<file path="config.mk">
export PLATFORM = sky130hd
export DESIGN_NAME = jar_sram_arbiter
export DESIGN_NICKNAME = d
export VERILOG_FILES = /design/src/rtl/jar_sram_pkg.sv /design/src/rtl/jar_sram_mem.sv /design/src/rtl/jar_sram_arbiter.sv
export SDC_FILE = /design/constraint.sdc
export NUM_CORES = 1
export LEC_CHECK = 0
export BUFFER_PORTS_ARGS = -buffer_cell sky130_fd_sc_hd__buf_2
export CAP_MARGIN = 20
export CORE_UTILIZATION = 59
export CTS_CLUSTER_DIAMETER = 30
export CTS_CLUSTER_SIZE = 10
export DETAILED_ROUTE_END_ITERATION = 7
export PLACE_DENSITY = 0.79
export SKIP_CTS_REPAIR_TIMING = 1
export SYNTH_ARGS = -nofsm -noshare
export SYNTH_HDL_FRONTEND = slang
export SYNTH_SLANG_ARGS = --single-unit
export TNS_END_PERCENT = 1
</file>
<file path="constraint.sdc">
create_clock -name clk -period 3.6 [get_ports clk]
set_clock_uncertainty 0.15 [all_clocks]
set_input_delay 0 -clock clk [delete_from_list [all_inputs] [get_ports clk]]
set_output_delay 0 -clock clk [all_outputs]
set_load 0.02 [all_outputs]
</file>
<file path="src/rtl/jar_sram_pkg.sv">
// Shared defaults, arbiter state encoding and lock counter width for the
// two-port SRAM arbiter.
package jar_sram_pkg;

  localparam int AW_DEF       = 4;
  localparam int DW_DEF       = 8;
  localparam int DEPTH_DEF    = 16;
  localparam int MAX_LOCK_DEF = 4;
  localparam int LOCK_CW_DEF  = $clog2(MAX_LOCK_DEF + 1);

  typedef enum logic [1:0] {
    IDLE  = 2'd0,
    LOCK0 = 2'd1,
    LOCK1 = 2'd2
  } arb_state_t;

endpackage

</file>
<file path="src/rtl/jar_sram_mem.sv">
// Single-port register-file array: synchronous write, registered read.
// The array is deliberately not reset so its contents survive rst_n.
module jar_sram_mem #(
  parameter int AW    = 4,
  parameter int DW    = 8,
  parameter int DEPTH = 16
) (
  input  logic          clk,
  input  logic          we_i,
  input  logic          re_i,
  input  logic [AW-1:0] addr_i,
  input  logic [DW-1:0] wdata_i,
  output logic [DW-1:0] rdata_o
);

  logic [DW-1:0] mem_q [DEPTH];
  logic [DW-1:0] rdata_q;

  // Write on the accepting edge; capture read data for the next cycle.
  always_ff @(posedge clk) begin
    if (we_i) mem_q[addr_i] <= wdata_i;
    if (re_i) rdata_q <= mem_q[addr_i];
  end

  assign rdata_o = rdata_q;

endmodule

</file>
<file path="src/rtl/jar_sram_arbiter.sv">
// Two-requester round-robin arbiter with bounded burst locking in front of
// a shared 16x8 register file. Reads answer one cycle after acceptance on
// the port that issued them.
//
// state | meaning
// IDLE  | round-robin between requesters, lp breaks ties
// LOCK0 | burst owned by requester 0, requester 1 held off
// LOCK1 | burst owned by requester 1, requester 0 held off
module jar_sram_arbiter
  import jar_sram_pkg::*;
#(
  parameter int AW       = AW_DEF,
  parameter int DW       = DW_DEF,
  parameter int DEPTH    = DEPTH_DEF,
  parameter int MAX_LOCK = MAX_LOCK_DEF
) (
  input  logic          clk,
  input  logic          rst_n,
  input  logic          req0_valid,
  output logic          req0_ready,
  input  logic          req0_we,
  input  logic          req0_lock,
  input  logic [AW-1:0] req0_addr,
  input  logic [DW-1:0] req0_wdata,
  output logic          rsp0_valid,
  output logic [DW-1:0] rsp0_rdata,
  input  logic          req1_valid,
  output logic          req1_ready,
  input  logic          req1_we,
  input  logic          req1_lock,
  input  logic [AW-1:0] req1_addr,
  input  logic [DW-1:0] req1_wdata,
  output logic          rsp1_valid,
  output logic [DW-1:0] rsp1_rdata
);

  localparam int LCW = $clog2(MAX_LOCK + 1);

  arb_state_t     state_q, state_d;
  logic           lp_q, lp_d;
  logic [LCW-1:0] lock_cnt_q, lock_cnt_d;
  logic           rsp_valid_q, rsp_valid_d;
  logic           rsp_sel_q, rsp_sel_d;

  logic           grant0, grant1, acc, sel;
  logic           m_we, m_lock;
  logic [AW-1:0]  m_addr;
  logic [DW-1:0]  m_wdata, m_rdata;
  logic [LCW-1:0] cnt_inc;

  // Grant selection, port mux and next-state for FSM, lp and lock counter.
  always_comb begin
    grant0     = 1'b0;
    grant1     = 1'b0;
    state_d    = state_q;
    lp_d       = lp_q;
    lock_cnt_d = lock_cnt_q;
    cnt_inc    = lock_cnt_q + LCW'(1);

    case (state_q)
      IDLE: begin
        if (req0_valid && (!req1_valid || lp_q)) grant0 = 1'b1;
        else if (req1_valid)                      grant1 = 1'b1;
      end
      LOCK0:   grant0 = req0_valid;
      LOCK1:   grant1 = req1_valid;
      default: ;
    endcase

    acc     = grant0 | grant1;
    sel     = grant1;
    m_we    = sel ? req1_we    : req0_we;
    m_lock  = sel ? req1_lock  : req0_lock;
    m_addr  = sel ? req1_addr  : req0_addr;
    m_wdata = sel ? req1_wdata : req0_wdata;

    if (acc) lp_d = sel;

    case (state_q)
      IDLE: begin
        if (acc && m_lock) begin
          state_d    = sel ? LOCK1 : LOCK0;
          lock_cnt_d = LCW'(1);
        end
      end
      LOCK0, LOCK1: begin
        // Owner idle, lock dropped, or burst length exhausted all end the burst.
        if (!acc || !m_lock || cnt_inc == LCW'(MAX_LOCK)) begin
          state_d    = IDLE;
          lock_cnt_d = '0;
        end else begin
          lock_cnt_d = cnt_inc;
        end
      end
      default: begin
        state_d    = IDLE;
        lock_cnt_d = '0;
      end
    endcase

    rsp_valid_d = acc & ~m_we;
    rsp_sel_d   = sel;
  end

  assign req0_ready = req0_valid & grant0;
  assign req1_ready = req1_valid & grant1;

  // Arbiter state, round-robin pointer and burst counter.
  always_ff @(posedge clk or negedge rst_n) begin
    if (!rst_n) begin
      state_q    <= IDLE;
      lp_q       <= 1'b1;
      lock_cnt_q <= '0;
    end else begin
      state_q    <= state_d;
      lp_q       <= lp_d;
      lock_cnt_q <= lock_cnt_d;
    end
  end

  // Remember which requester owns the read data arriving next cycle.
  always_ff @(posedge clk or negedge rst_n) begin
    if (!rst_n) begin
      rsp_valid_q <= 1'b0;
      rsp_sel_q   <= 1'b0;
    end else begin
      rsp_valid_q <= rsp_valid_d;
      rsp_sel_q   <= rsp_sel_d;
    end
  end

  jar_sram_mem #(
    .AW    (AW),
    .DW    (DW),
    .DEPTH (DEPTH)
  ) u_mem (
    .clk     (clk),
    .we_i    (acc & m_we),
    .re_i    (acc & ~m_we),
    .addr_i  (m_addr),
    .wdata_i (m_wdata),
    .rdata_o (m_rdata)
  );

  assign rsp0_valid = rsp_valid_q & ~rsp_sel_q;
  assign rsp1_valid = rsp_valid_q &  rsp_sel_q;
  assign rsp0_rdata = rsp0_valid ? m_rdata : '0;
  assign rsp1_rdata = rsp1_valid ? m_rdata : '0;

endmodule

</file>
==> run metrics <==
Worst-Margin Slew 0.875 ns; GRT Util Overall 29.0%; total power 5.24 mW; RSZ-0062 raised after global routing no; Syn-to-layout area delta 19.8%; Achievable Freq 0.291 GHz; critical-path maximum fanout 24; cell family with most CP delay compound AO/OA/AOI/OAI gates; number of routed nets with antenna violations 0; Cell Area, Synth 0.00604 mm^2; DR vias 4199; commonest non-fill, non-tap cell in the layout edfxtp_1; crit-path most repeated cell o21ai_0; DRC viols 0; final worst-path cycle share 95.5%; Num CTS Buffers 17; WP data required 3.72 ns; syn_area_per_cell 13.9 um^2; asr flop ratio synth 5.56%; VDD IR max 0.370 mV; WS Path Type register to register; Longest Clk Path Bufs 2; peak per-stage delay on the critical path 0.53 ns; largest net degree at the start of global routing 25; IO buf count 51; Yosys reg bits 144; met3 GRT Util 6.59%; multi-input combinational cell area 0.00160 mm^2; initial antenna violation count 0; starting density of the core 61.3%; die area 0.0106 mm^2; CP Launch Type register; Final setup viols 0; syn_nets 473; Worst setup EP type register; WL per Instance 21.9 um; I/O pins 52; met1 Use GR 36.4%; layout cells sized above 1 21.1%; Die W 103 um; static leakage 2.72 nW; total gr overflow 0; final wirelength 14600 um; pwr dens 723 mW/mm^2; vias in the first global route 3908; Die Span Y 103 um; Hold Fails Final Rpt 0; Post-Synthesis Cells 435; H-Tree Depth 4; CTS tree done; leading cell types in the layout, fill and taps excluded 136 x edfxtp_1, 75 x nand2_1, 51 x buf_2, 29 x buf_4, 26 x a21oi_1; Iter 0 DRT Violations 591; global-route wire length before repair 21200 um; clock sink count 144; Bufs and invs on worst path 1; worst min path class primary input to register; Nets 561; Cell Chain, Critical Path inv_1 -> ha_1 -> o21ai_0 -> o21ai_0 -> and2_1 -> a211oi_1 -> a311oi_1 -> or4_1; Final GP Congestion 0.999; setup TNS 0 ns; First-pass DRT Iterations 8; fill count 576; GRT busiest layer met2; fin util 73.4%; root buf cell clkbuf_8; Vias/cell 6.28; Post-synth EDFFs 136; n_diodes 0; Yosys cell types 44; register area share after synthesis 70.9%; HPWL Detailed 9310 um; Syn. warnings 0; pins over their slew limit 0; M2 GR Usage 47.8%; Worst-Skew Late Latency 0.53 ns; Slew HR 41.6%; max_cap viols 0; Worst Path Arrival 3.56 ns; Top FF cell, synth edfxtp_1; core area 0.00986 mm^2; Critical-path top delay cell and2_1; # rows 36; outcome complete, no violations; minimum clock period 3.44 ns; CTS clk-pin slew, worst paths 0.06 ns; Reg area 0.00429 mm^2
==> tightest hold or removal path: cells and delay by family <==
kind / cells / cell delay, ns
buf+inv: 2 / 0.20
simple gates: 1 / 0.14
compound gates: 2 / 0.30
==> stage by stage <==
stage,hold slack [ns],cell area [um^2],worst slack (ns),instances
CTS,-0.858,7130,0.220,658
detailed placement,-0.295,6560,0.317,626
floorplan,-0.446,6040,0.871,435
global route,0.0672,7240,0.00514,669
global placement,-0.297,6560,0.344,626
finish,0.0643,7240,0.164,669
==> metal layers <==
layer / share of wire (%) / vias up
met5: 0 / -
met4: 3.4 / 0
met3: 8.4 / 45
met2: 50 / 273
met1: 38 / 2029
li1: - / 1852
==> registers in the layout (all words and copies together), names as in the netlist <==
name           flops
lock_cnt_q         3
lp_q               1
rsp_sel_q          1
rsp_valid_q        1
state_q            2
u_mem.mem_q      128
u_mem.rdata_o      8
==> worst paths after layout <==
| check | startpoint | to | slack (ns) | cells after the start |
|---|---|---|---|---|
| max | state_q[0] | u_mem.rdata_o[4] | 0.16 | 8 |
| min | req1_addr[2] | u_mem.rdata_o[7] | 0.06 | 5 |
| max reg2reg | state_q[0] | u_mem.rdata_o[4] | 0.16 | 8 |
| min reg2reg | lock_cnt_q[2] | lock_cnt_q[2] | 0.36 | 1 |
| max in group asynchronous | rst_n | lp_q | 2.67 | 3 |
| min in group asynchronous | rst_n | lock_cnt_q[0] | 0.31 | 3 |
==> report_power, final <==
group	total, mW	internal, mW	switching [mW]
Clock	1.69	1.04	0.642
Combinational	1.35	0.436	0.916
Sequential	2.20	2.13	0.0677
==> logic make-up after synthesis <==
logic type	Yosys count	share of synthesized area [%]
DFF	144	70.9
buffers and inverters	33	2.63
AOI/OAI and AO/OA	100	12.1
muxes	12	2.20
and+or+nand+nor	140	10.9
adders and majority gates	6	1.24
==> area by class of cell <==
type | instances | share of cell area (%)
clock buffer | 19 | 5.82
clock inverter | 13 | 1.99
inverter | 11 | 0.570
multi-input combinational | 258 | 22.1
sequential | 144 | 59.2
tap | 133 | 2.30
timing repair buffer | 91 | 8.05
==> cells in the mapped netlist (7+ instances only) <==
cell	instances	area share (%)
o21ai_0	10	0.83
a21oi_1	26	2.2
edfxtp_1	136	68
and3_1	8	0.83
nor2_1	18	1.1
clkbuf_1	8	0.50
mux2i_1	11	1.8
inv_1	11	0.68
buf_2	9	0.75
nand2b_1	8	0.83
a211oi_1	8	0.99
dfrtp_1	7	2.9
nand2_1	75	4.7
a21boi_0	8	0.99
and2_1	10	1.0
or4_1	8	0.99
a311oi_1	8	1.2
a222oi_1	16	2.7
a221oi_1	8	1.2
Note: power is estimated with default switching activity, not from simulation.
